**config.mk**
```make
export PLATFORM = sky130hd
export DESIGN_NAME = reorder_buffer
export DESIGN_NICKNAME = d
export VERILOG_FILES = /design/src/rtl/reorder_buffer.sv
export SDC_FILE = /design/constraint.sdc
export NUM_CORES = 1
export LEC_CHECK = 0
export CORE_ASPECT_RATIO = 2
export CORE_MARGIN = 8
export CORE_UTILIZATION = 60
export CTS_CLUSTER_SIZE = 30
export DETAILED_ROUTE_END_ITERATION = 8
export GPL_TIMING_DRIVEN = 0
export PLACE_DENSITY = 0.81
export SYNTH_ARGS = -nofsm -noshare
export SYNTH_HDL_FRONTEND = slang
export SYNTH_SLANG_ARGS = --single-unit
```
**constraint.sdc**
```tcl
create_clock -name clock -period 15.9 [get_ports clock]
set_input_delay 1.59 -clock clock [delete_from_list [all_inputs] [get_ports clock]]
set_output_delay 1.59 -clock clock [all_outputs]
set_load 0.05 [all_outputs]
```
**src/rtl/reorder_buffer.sv**
```systemverilog
// In-order commit buffer: decode allocates at the tail, functional units complete out of order,
// the oldest completed entry retires to the regFile write or exception port each cycle.
`ifndef PC_WIDTH
`define PC_WIDTH 32
`endif
`ifndef REG_FILE_ADDR_RANGE
`define REG_FILE_ADDR_RANGE 4:0
`endif
`ifndef REG_FILE_DATA_RANGE
`define REG_FILE_DATA_RANGE 31:0
`endif
`ifndef REG_FILE_XCPT_ADDR_RANGE
`define REG_FILE_XCPT_ADDR_RANGE 31:0
`endif

package reorder_buffer_pkg;
  typedef logic [3:0] xcpt_type_t;
endpackage

module reorder_buffer
  import reorder_buffer_pkg::*;
#(
  parameter int unsigned ROB_ENTRIES  = 8,
  parameter int unsigned ROB_ID_WIDTH = $clog2(ROB_ENTRIES)
) (
  input  logic                             clock,
  input  logic                             reset,
  input  logic                             alloc_valid,
  output logic                             alloc_ready,
  output logic [ROB_ID_WIDTH-1:0]          alloc_id,
  input  logic [`PC_WIDTH-1:0]             alloc_pc,
  input  logic                             alloc_has_dest,
  input  logic [`REG_FILE_ADDR_RANGE]      alloc_dest_addr,
  input  logic                             alloc_iret,
  input  logic                             cmpl_valid,
  input  logic [ROB_ID_WIDTH-1:0]          cmpl_id,
  input  logic [`REG_FILE_DATA_RANGE]      cmpl_value,
  input  logic                             cmpl_xcpt_valid,
  input  xcpt_type_t                       cmpl_xcpt_type,
  input  logic [`REG_FILE_XCPT_ADDR_RANGE] cmpl_xcpt_addr,
  output logic                             writeEn,
  output logic [`REG_FILE_ADDR_RANGE]      dest_addr,
  output logic [`REG_FILE_DATA_RANGE]      writeVal,
  output logic                             xcpt_valid,
  output xcpt_type_t                       xcpt_type,
  output logic [`PC_WIDTH-1:0]             rmPC,
  output logic [`REG_FILE_XCPT_ADDR_RANGE] rmAddr,
  output logic                             iret_instr,
  output logic                             flush,
  output logic                             empty
);

  localparam int unsigned CNT_W = ROB_ID_WIDTH + 1;
  localparam logic [CNT_W-1:0] FULL_CNT = CNT_W'(ROB_ENTRIES);

  logic [ROB_ENTRIES-1:0]          valid_q, valid_d;
  logic [ROB_ENTRIES-1:0]          done_q, done_d;
  logic [ROB_ENTRIES-1:0]          has_dest_q, iret_q, xcpt_q;
  logic [`PC_WIDTH-1:0]            pc_q    [ROB_ENTRIES];
  logic [`REG_FILE_ADDR_RANGE]     dest_q  [ROB_ENTRIES];
  logic [`REG_FILE_DATA_RANGE]     value_q [ROB_ENTRIES];
  xcpt_type_t                      xtype_q [ROB_ENTRIES];
  logic [`REG_FILE_XCPT_ADDR_RANGE] xaddr_q [ROB_ENTRIES];

  logic [ROB_ID_WIDTH-1:0] head_q, head_d, tail_q, tail_d;
  logic [CNT_W-1:0]        count_q, count_d;

  logic commit, commit_ok, commit_xcpt, alloc_fire, cmpl_fire;

  assign commit      = valid_q[head_q] & done_q[head_q];
  assign commit_xcpt = commit & xcpt_q[head_q];
  assign commit_ok   = commit & ~xcpt_q[head_q];

  assign alloc_ready = (count_q != FULL_CNT) && !commit_xcpt;
  assign alloc_id    = tail_q;
  assign alloc_fire  = alloc_valid && alloc_ready;
  // Completions landing in the flush cycle would target entries about to be discarded.
  assign cmpl_fire   = cmpl_valid && valid_q[cmpl_id] && !commit_xcpt;

  always_comb begin
    valid_d = valid_q;
    done_d  = done_q;
    head_d  = head_q;
    tail_d  = tail_q;
    count_d = count_q;
    if (cmpl_fire) done_d[cmpl_id] = 1'b1;
    if (commit) begin
      valid_d[head_q] = 1'b0;
      done_d[head_q]  = 1'b0;
      head_d          = head_q + ROB_ID_WIDTH'(1);
    end
    if (alloc_fire) begin
      valid_d[tail_q] = 1'b1;
      done_d[tail_q]  = 1'b0;
      tail_d          = tail_q + ROB_ID_WIDTH'(1);
    end
    case ({alloc_fire, commit_ok})
      2'b10:   count_d = count_q + CNT_W'(1);
      2'b01:   count_d = count_q - CNT_W'(1);
      default: count_d = count_q;
    endcase
    if (commit_xcpt) begin
      valid_d = '0;
      done_d  = '0;
      tail_d  = head_q + ROB_ID_WIDTH'(1);
      count_d = '0;
    end
  end

  always_ff @(posedge clock) begin
    if (reset) begin
      valid_q <= '0;
      done_q  <= '0;
      head_q  <= '0;
      tail_q  <= '0;
      count_q <= '0;
    end else begin
      valid_q <= valid_d;
      done_q  <= done_d;
      head_q  <= head_d;
      tail_q  <= tail_d;
      count_q <= count_d;
    end
  end

  // Payload is qualified by valid/done, so it needs no reset.
  always_ff @(posedge clock) begin
    if (alloc_fire) begin
      pc_q[tail_q]       <= alloc_pc;
      has_dest_q[tail_q] <= alloc_has_dest;
      dest_q[tail_q]     <= alloc_dest_addr;
      iret_q[tail_q]     <= alloc_iret;
    end
    if (cmpl_fire) begin
      value_q[cmpl_id] <= cmpl_value;
      xcpt_q[cmpl_id]  <= cmpl_xcpt_valid;
      xtype_q[cmpl_id] <= cmpl_xcpt_type;
      xaddr_q[cmpl_id] <= cmpl_xcpt_addr;
    end
  end

  assign writeEn    = commit_ok & has_dest_q[head_q];
  assign dest_addr  = writeEn ? dest_q[head_q] : '0;
  assign writeVal   = writeEn ? value_q[head_q] : '0;
  assign iret_instr = commit_ok & iret_q[head_q];
  assign xcpt_valid = commit_xcpt;
  assign xcpt_type  = commit_xcpt ? xtype_q[head_q] : '0;
  assign rmPC       = commit_xcpt ? pc_q[head_q] : '0;
  assign rmAddr     = commit_xcpt ? xaddr_q[head_q] : '0;
  assign flush      = commit_xcpt;
  assign empty      = (count_q == '0);

endmodule
```
==> flow_summary.ini, run 1 <==
[floorplan]
fp-row-count = 124
die_h_um = 355.5
dieArea_um2 = 66020
initial_core_util = 0.6055
ios = 229
die_w_um = 185.7
core_area_um2 = 57090

[route]
ant_nets = 0
dr.pass1.iters = 7
vias_per_cell = 6.262
wl_per_cell_um = 29.01
drcViolationCount = 0
route.vias.total = 17380
wirelength_um = 80530
drt-initial-drc-count = 1404

[setup_path]
crit_chain = clkbuf_1 -> clkbuf_1 -> clkbuf_1 -> mux2i_1 -> nor2_1 -> clkdlybuf4s50_1
r2r-start = head_q[0]$_SDFFE_PP0N_
slowest_delay_ns = 0.84
critPathArrivalTime_ns = 4.34
cp_max_fo = 10
startpoint_type = register
worst_path_most_repeated_cell = clkbuf_1
r2r_slack_ns = 11.98
rr_endpoint = value_q[3][5]$_DFFE_PP_
path_class = reg -> out
cp-end-kind = output pin
reg2reg_depth = 13
cp_data_required_time_ns = 14.31
crit_slowest_cell = clkdlybuf4s50_1

[synthesis]
syn_area_um2 = 34570
yosysTopAreaCell = edfxtp_1
ys_seq_area_frac = 0.7673
synth_fp_nets = 1714
ys.warnings.count = 0
postSynthAreaPerCell_um2 = 21.68
synth.most_common_cell = edfxtp_1
synth_common_cells = edfxtp_1 (864), mux4_2 (214), nor2_1 (119)
synth-async-reset-ratio = 0
synth-seq-cells = 893
synthCells = 1595
synth_edf_count = 864
synth.area.top_cells = edfxtp_1 (75%), mux4_2 (14%), mux2i_1 (3.2%)
yosys.area.top_type_share = 0.7505
synth_ff_type = edfxtp_1
netlist-cell-type-count = 60

[timing]
fmax_mhz = 168.6
period_minus_slack_ns = 5.930
tightest_slew_ns = 1.038
slew_headroom = 0.3083
final_max_slew_viol_count = 0
worst_slack_ns = 9.970
finalCritPeriodShare = 0.3729
fin_skew_ns = 0.02262
rsz0062_at_grt = false
setup_violations = 0
setup_tns_ns = 0
hold_violations = 0

[global_route]
grt_pass1_vias = 18760
met2_usage = 0.4377
grtUsageMet1 = 0.2927
grtUsageTotal = 0.2476
gr-usage-met3 = 0.04961
top_usage_layer = met2
grt.overflow.total = 0
antenna_found_initial = 12
grt_max_degree = 47
grt_pass1_wl_um = 118700

[placement]
dp_slack_ns = 10.53
place_hpwl_um = 52490
place.gp.congestion = 0.8575
port_buffers = 224

[cts]
cts_max_level = 3
clock_latency_ns = 0.61
root_buffer = clkbuf_16
path_clk_slew_ns = 0.07
hold_buffers = 0
clock_sinks = 893
numCtsBuffers = 75
cts_buffer_depth = 3
cts_setup_buffers = 0
cts_tree = yes
cts_resized = 0

[worst_hold_path]
holdPathStages = 2
hold_path.class = reg -> reg
hp-start = valid_q[3]$_SDFF_PP0_
min_to = valid_q[3]$_SDFF_PP0_

[power]
pwr_density_cell_nw_per_um2 = 112.2
peakVddDrop_mv = 0.1019
power_w = 0.004600
p_leak_nw = 12.53

[cells_and_area]
area_delta_synth_final_pct = 18.60
final_nets = 2072
drive_gt1_frac = 0.2274

[outcome]
status = finished, final reports clean

[run]
cap_violations = 0
[placed cells by master, fill, tap and decap left out, types with 14 or more instances in the layout]
cell	count
clkdlybuf4s50_1	224
clkinv_1	14
mux4_2	214
dfxtp_1	29
buf_6	39
nor2_1	119
clkbuf_1	58
edfxtp_1	864
mux2i_1	112
buf_4	14
nand2_1	14
buf_2	32
clkbuf_16	77
[final cells by class]
cell class	count	area, µm²
timing repair buffer	281	2947
buffer	89	422.9
multi-input combinational	605	7640
inverter	8	30.03
clock buffer	91	2009
antenna	6	15.01
sequential	893	26530
fill	3400	16090
tap	756	945.9
clock inverter	47	467.9
[critical path: cells and delay by family (launching register included)]
family / cells / cell delay, ns
flops: 1 / 0.31
buf+inv: 4 / 2.98
mux: 1 / 0.23
simple gates: 1 / 0.19
[layer usage]
layer | routed length [µm] | up-vias
met4 | 2655 | 10
met3 | 5738 | 157
li1 | - | 7353
met5 | 65 | -
met1 | 28850 | 9136
met2 | 43220 | 726
[per-stage QoR]
| step | area, µm² | std cells | hold WS, ns | util |
|---|---|---|---|---|
| after floorplan | 34570 | 1595 | 0.4528 | - |
| after CTS | 40990 | 2770 | 0.5061 | 0.7179 |
| final | 41000 | 2776 | 0.5131 | 0.7182 |
| after global routing | 41000 | 2773 | 0.5353 | 0.7180 |
| after global placement | 37760 | 2575 | 0.4889 | 0.6614 |
| after detailed placement | 38510 | 2632 | 0.4911 | 0.6745 |
[kinds of logic after synthesis]
group / share of synthesized area
xor+xnor: 0.001520
fa+ha+maj: 0.001448
mux: 0.1728
buf+inv: 0.01310
flops: 0.7673
compound gates: 0.01538
simple gates: 0.02848
[where the power goes]
part	internal, W	switching, W
Clock	0.00104	0.000825
Sequential	0.00261	0.00000847
Combinational	0.0000516	0.0000693
[state kept, by name, indices dropped and copies added, names as in the netlist, named ones only]
register    count
xtype_q        32
xcpt_q          8
alloc_id        3
iret_q          8
has_dest_q      8
pc_q          256
dest_q         40
done_q          8
count_q         4
value_q       256
head_q          3
xaddr_q       256
valid_q         8
[worst max-delay path by stage]
| stage | endpoint | cells after the start |
|---|---|---|
| floorplan | value_q[0][0]$_DFFE_PP_ | 6 |
| global placement | value_q[0][13]$_DFFE_PP_ | 6 |
| detailed placement | rmAddr[29] | 6 |
| CTS | rmAddr[21] | 6 |
| global route | rmAddr[29] | 6 |
| finish | rmAddr[15] | 6 |
(Power assumes the default switching activity.)
==> inputs of run 2 (changes only) <==
Settings changed: CORE_UTILIZATION 60 to 53, PLACE_DENSITY 0.81 to 0.76.
Clock period 15.9 ns to 5.3 ns, I/O delays scaled along.
==> flow_summary.ini, run 2 (same netlist as run 1, synthesis figures left out) <==
[cells_and_area]
final_nets = 2054
final_cell_mix = edfxtp_1 (864), clkdlybuf4s50_1 (224), mux4_2 (214)
fillers = 4250
area_delta_synth_final_pct = 19.27
design_area_um2 = 41230
reg.largest.list = pc_q x256, value_q x256, xaddr_q x256
drive_gt1_frac = 0.2166
final_util = 0.6385
mostFrequentLayoutCell = edfxtp_1

[timing]
setup_tns_ns = 0
rsz0062_at_grt = false
fin_skew_ns = 0.02058
hold_violations = 0
final_max_slew_viol_count = 0
period_minus_slack_ns = 4.863
tightest_slew_ns = 1.121
fmax_mhz = 205.6
slew_headroom = 0.2523
finalCritPeriodShare = 0.9176
setup_violations = 0

[route]
dr.pass1.iters = 4
met2WireLength_um = 44200
wirelength_um = 81240
drt-met1-wl_um = 29830
top_signal_layer_used = met5
ant_nets = 0
wl_met3_um = 5247
drcViolationCount = 0
wl_per_cell_um = 28.32
drt-initial-drc-count = 1210
vias_per_cell = 5.933
route.vias.total = 17020

[cts]
clock_sinks = 893
numCtsBuffers = 74
cts_tree = yes
path_clk_slew_ns = 0.07
clock_latency_ns = 0.60
hold_buffers = 0
cts_resized = 0
cts_buffer_depth = 3
root_buffer = clkbuf_16
cts_setup_buffers = 0
cts_max_level = 3

[floorplan]
fp-row-count = 132
initial_core_util = 0.5354
dieArea_um2 = 74150
die_h_um = 377.2
die_w_um = 196.6
ios = 229
core_area_um2 = 64580

[worst_hold_path]
hold_path.class = in -> reg
holdPathStages = 2
hp-start = reset
min_to = done_q[2]$_SDFF_PP0_

[global_route]
grt_max_degree = 49
grt.overflow.total = 0
grt_pass1_wl_um = 119500
antenna_found_initial = 9
grtUsageTotal = 0.2199
grt_pass1_vias = 18480

[power]
pwr_density_cell_nw_per_um2 = 336.4
p_leak_nw = 12.51
peakVddDrop_mv = 0.3909

[setup_path]
crit_chain = clkbuf_1 -> clkbuf_1 -> clkbuf_1 -> mux2i_1 -> nor2_1 -> clkdlybuf4s50_1
worst_path_most_repeated_cell = clkbuf_1
r2r-start = head_q[1]$_SDFFE_PP0N_
slowest_delay_ns = 0.86
cp_data_required_time_ns = 4.77
r2r_slack_ns = 1.54
critPathArrivalTime_ns = 4.33
startpoint_type = register
reg2reg_depth = 12
rr_endpoint = value_q[1][11]$_DFFE_PP_
crit_slowest_cell = clkdlybuf4s50_1
cp_max_fo = 10
cp-end-kind = output pin
path_class = reg -> out

[placement]
port_buffers = 224
place_area_um2 = 38710
place_hpwl_um = 53140
place.gp.congestion = 0.8546

[run]
cap_violations = 0

[outcome]
status = finished, final reports clean
run 2: how the worst max path moves through the flow:
| stage | startpoint | end | cells past startpoint |
|---|---|---|---|
| 5_1_grt | register | rmAddr[3] | 6 |
| 4_1_cts | register | rmAddr[5] | 6 |
| 3_3_place_gp | cmpl_id[0] | value_q[0][14]$_DFFE_PP_ | 6 |
| 6_report | register | rmAddr[3] | 6 |
| 2_1_floorplan | cmpl_id[1] | value_q[0][0]$_DFFE_PP_ | 6 |
| 3_5_place_dp | register | rmAddr[5] | 6 |
run 2: report_power, final:
part	total [W]	switching (W)	internal, W
Sequential	0.00784	0.0000233	0.00782
Combinational	0.000364	0.000208	0.000156
Clock	0.00567	0.00241	0.00326
Total	0.0139	0.00264	0.0112
run 2: through the flow:
| step | worst slack (ns) | hold slack, ns | total power (W) | cells |
|---|---|---|---|---|
| floorplan | -0.5733 | 0.4528 | 0.008121 | 1595 |
| global placement | -5.203 | 0.5002 | 0.008320 | 2690 |
| detailed placement | 0.9061 | 0.5032 | 0.008362 | 2730 |
| CTS | 0.2249 | 0.4018 | 0.01396 | 2865 |
| global route | 0.2492 | 0.4358 | 0.01423 | 2866 |
| finish | 0.4367 | 0.4327 | 0.01387 | 2869 |
run 2: routing by layer:
layer | GRT usage | up-vias
met5 | 0 | -
met4 | 0.06723 | 8
met3 | 0.04554 | 136
met2 | 0.4025 | 639
met1 | 0.2566 | 8936
li1 | - | 7302
run 2: cell type report:
cell class / instances / area [µm²] / area share
diodes: 4 / 10.01 / 0.0002428
plain buffers: 89 / 422.9 / 0.01026
clock buffers: 92 / 2026 / 0.04913
clock inverters: 43 / 489.2 / 0.01186
inverters: 8 / 30.03 / 0.0007283
multi-input cells: 605 / 7667 / 0.1860
flip-flops and latches: 893 / 26530 / 0.6433
well taps: 871 / 1090 / 0.02643
repair buffers: 264 / 2973 / 0.07210
run 2: worst max-delay path: cells and delay by family (launching register included):
kind	cells	cell delay [ns]
buf+inv	4	2.96
flops	1	0.30
simple gates	1	0.25
mux	1	0.20
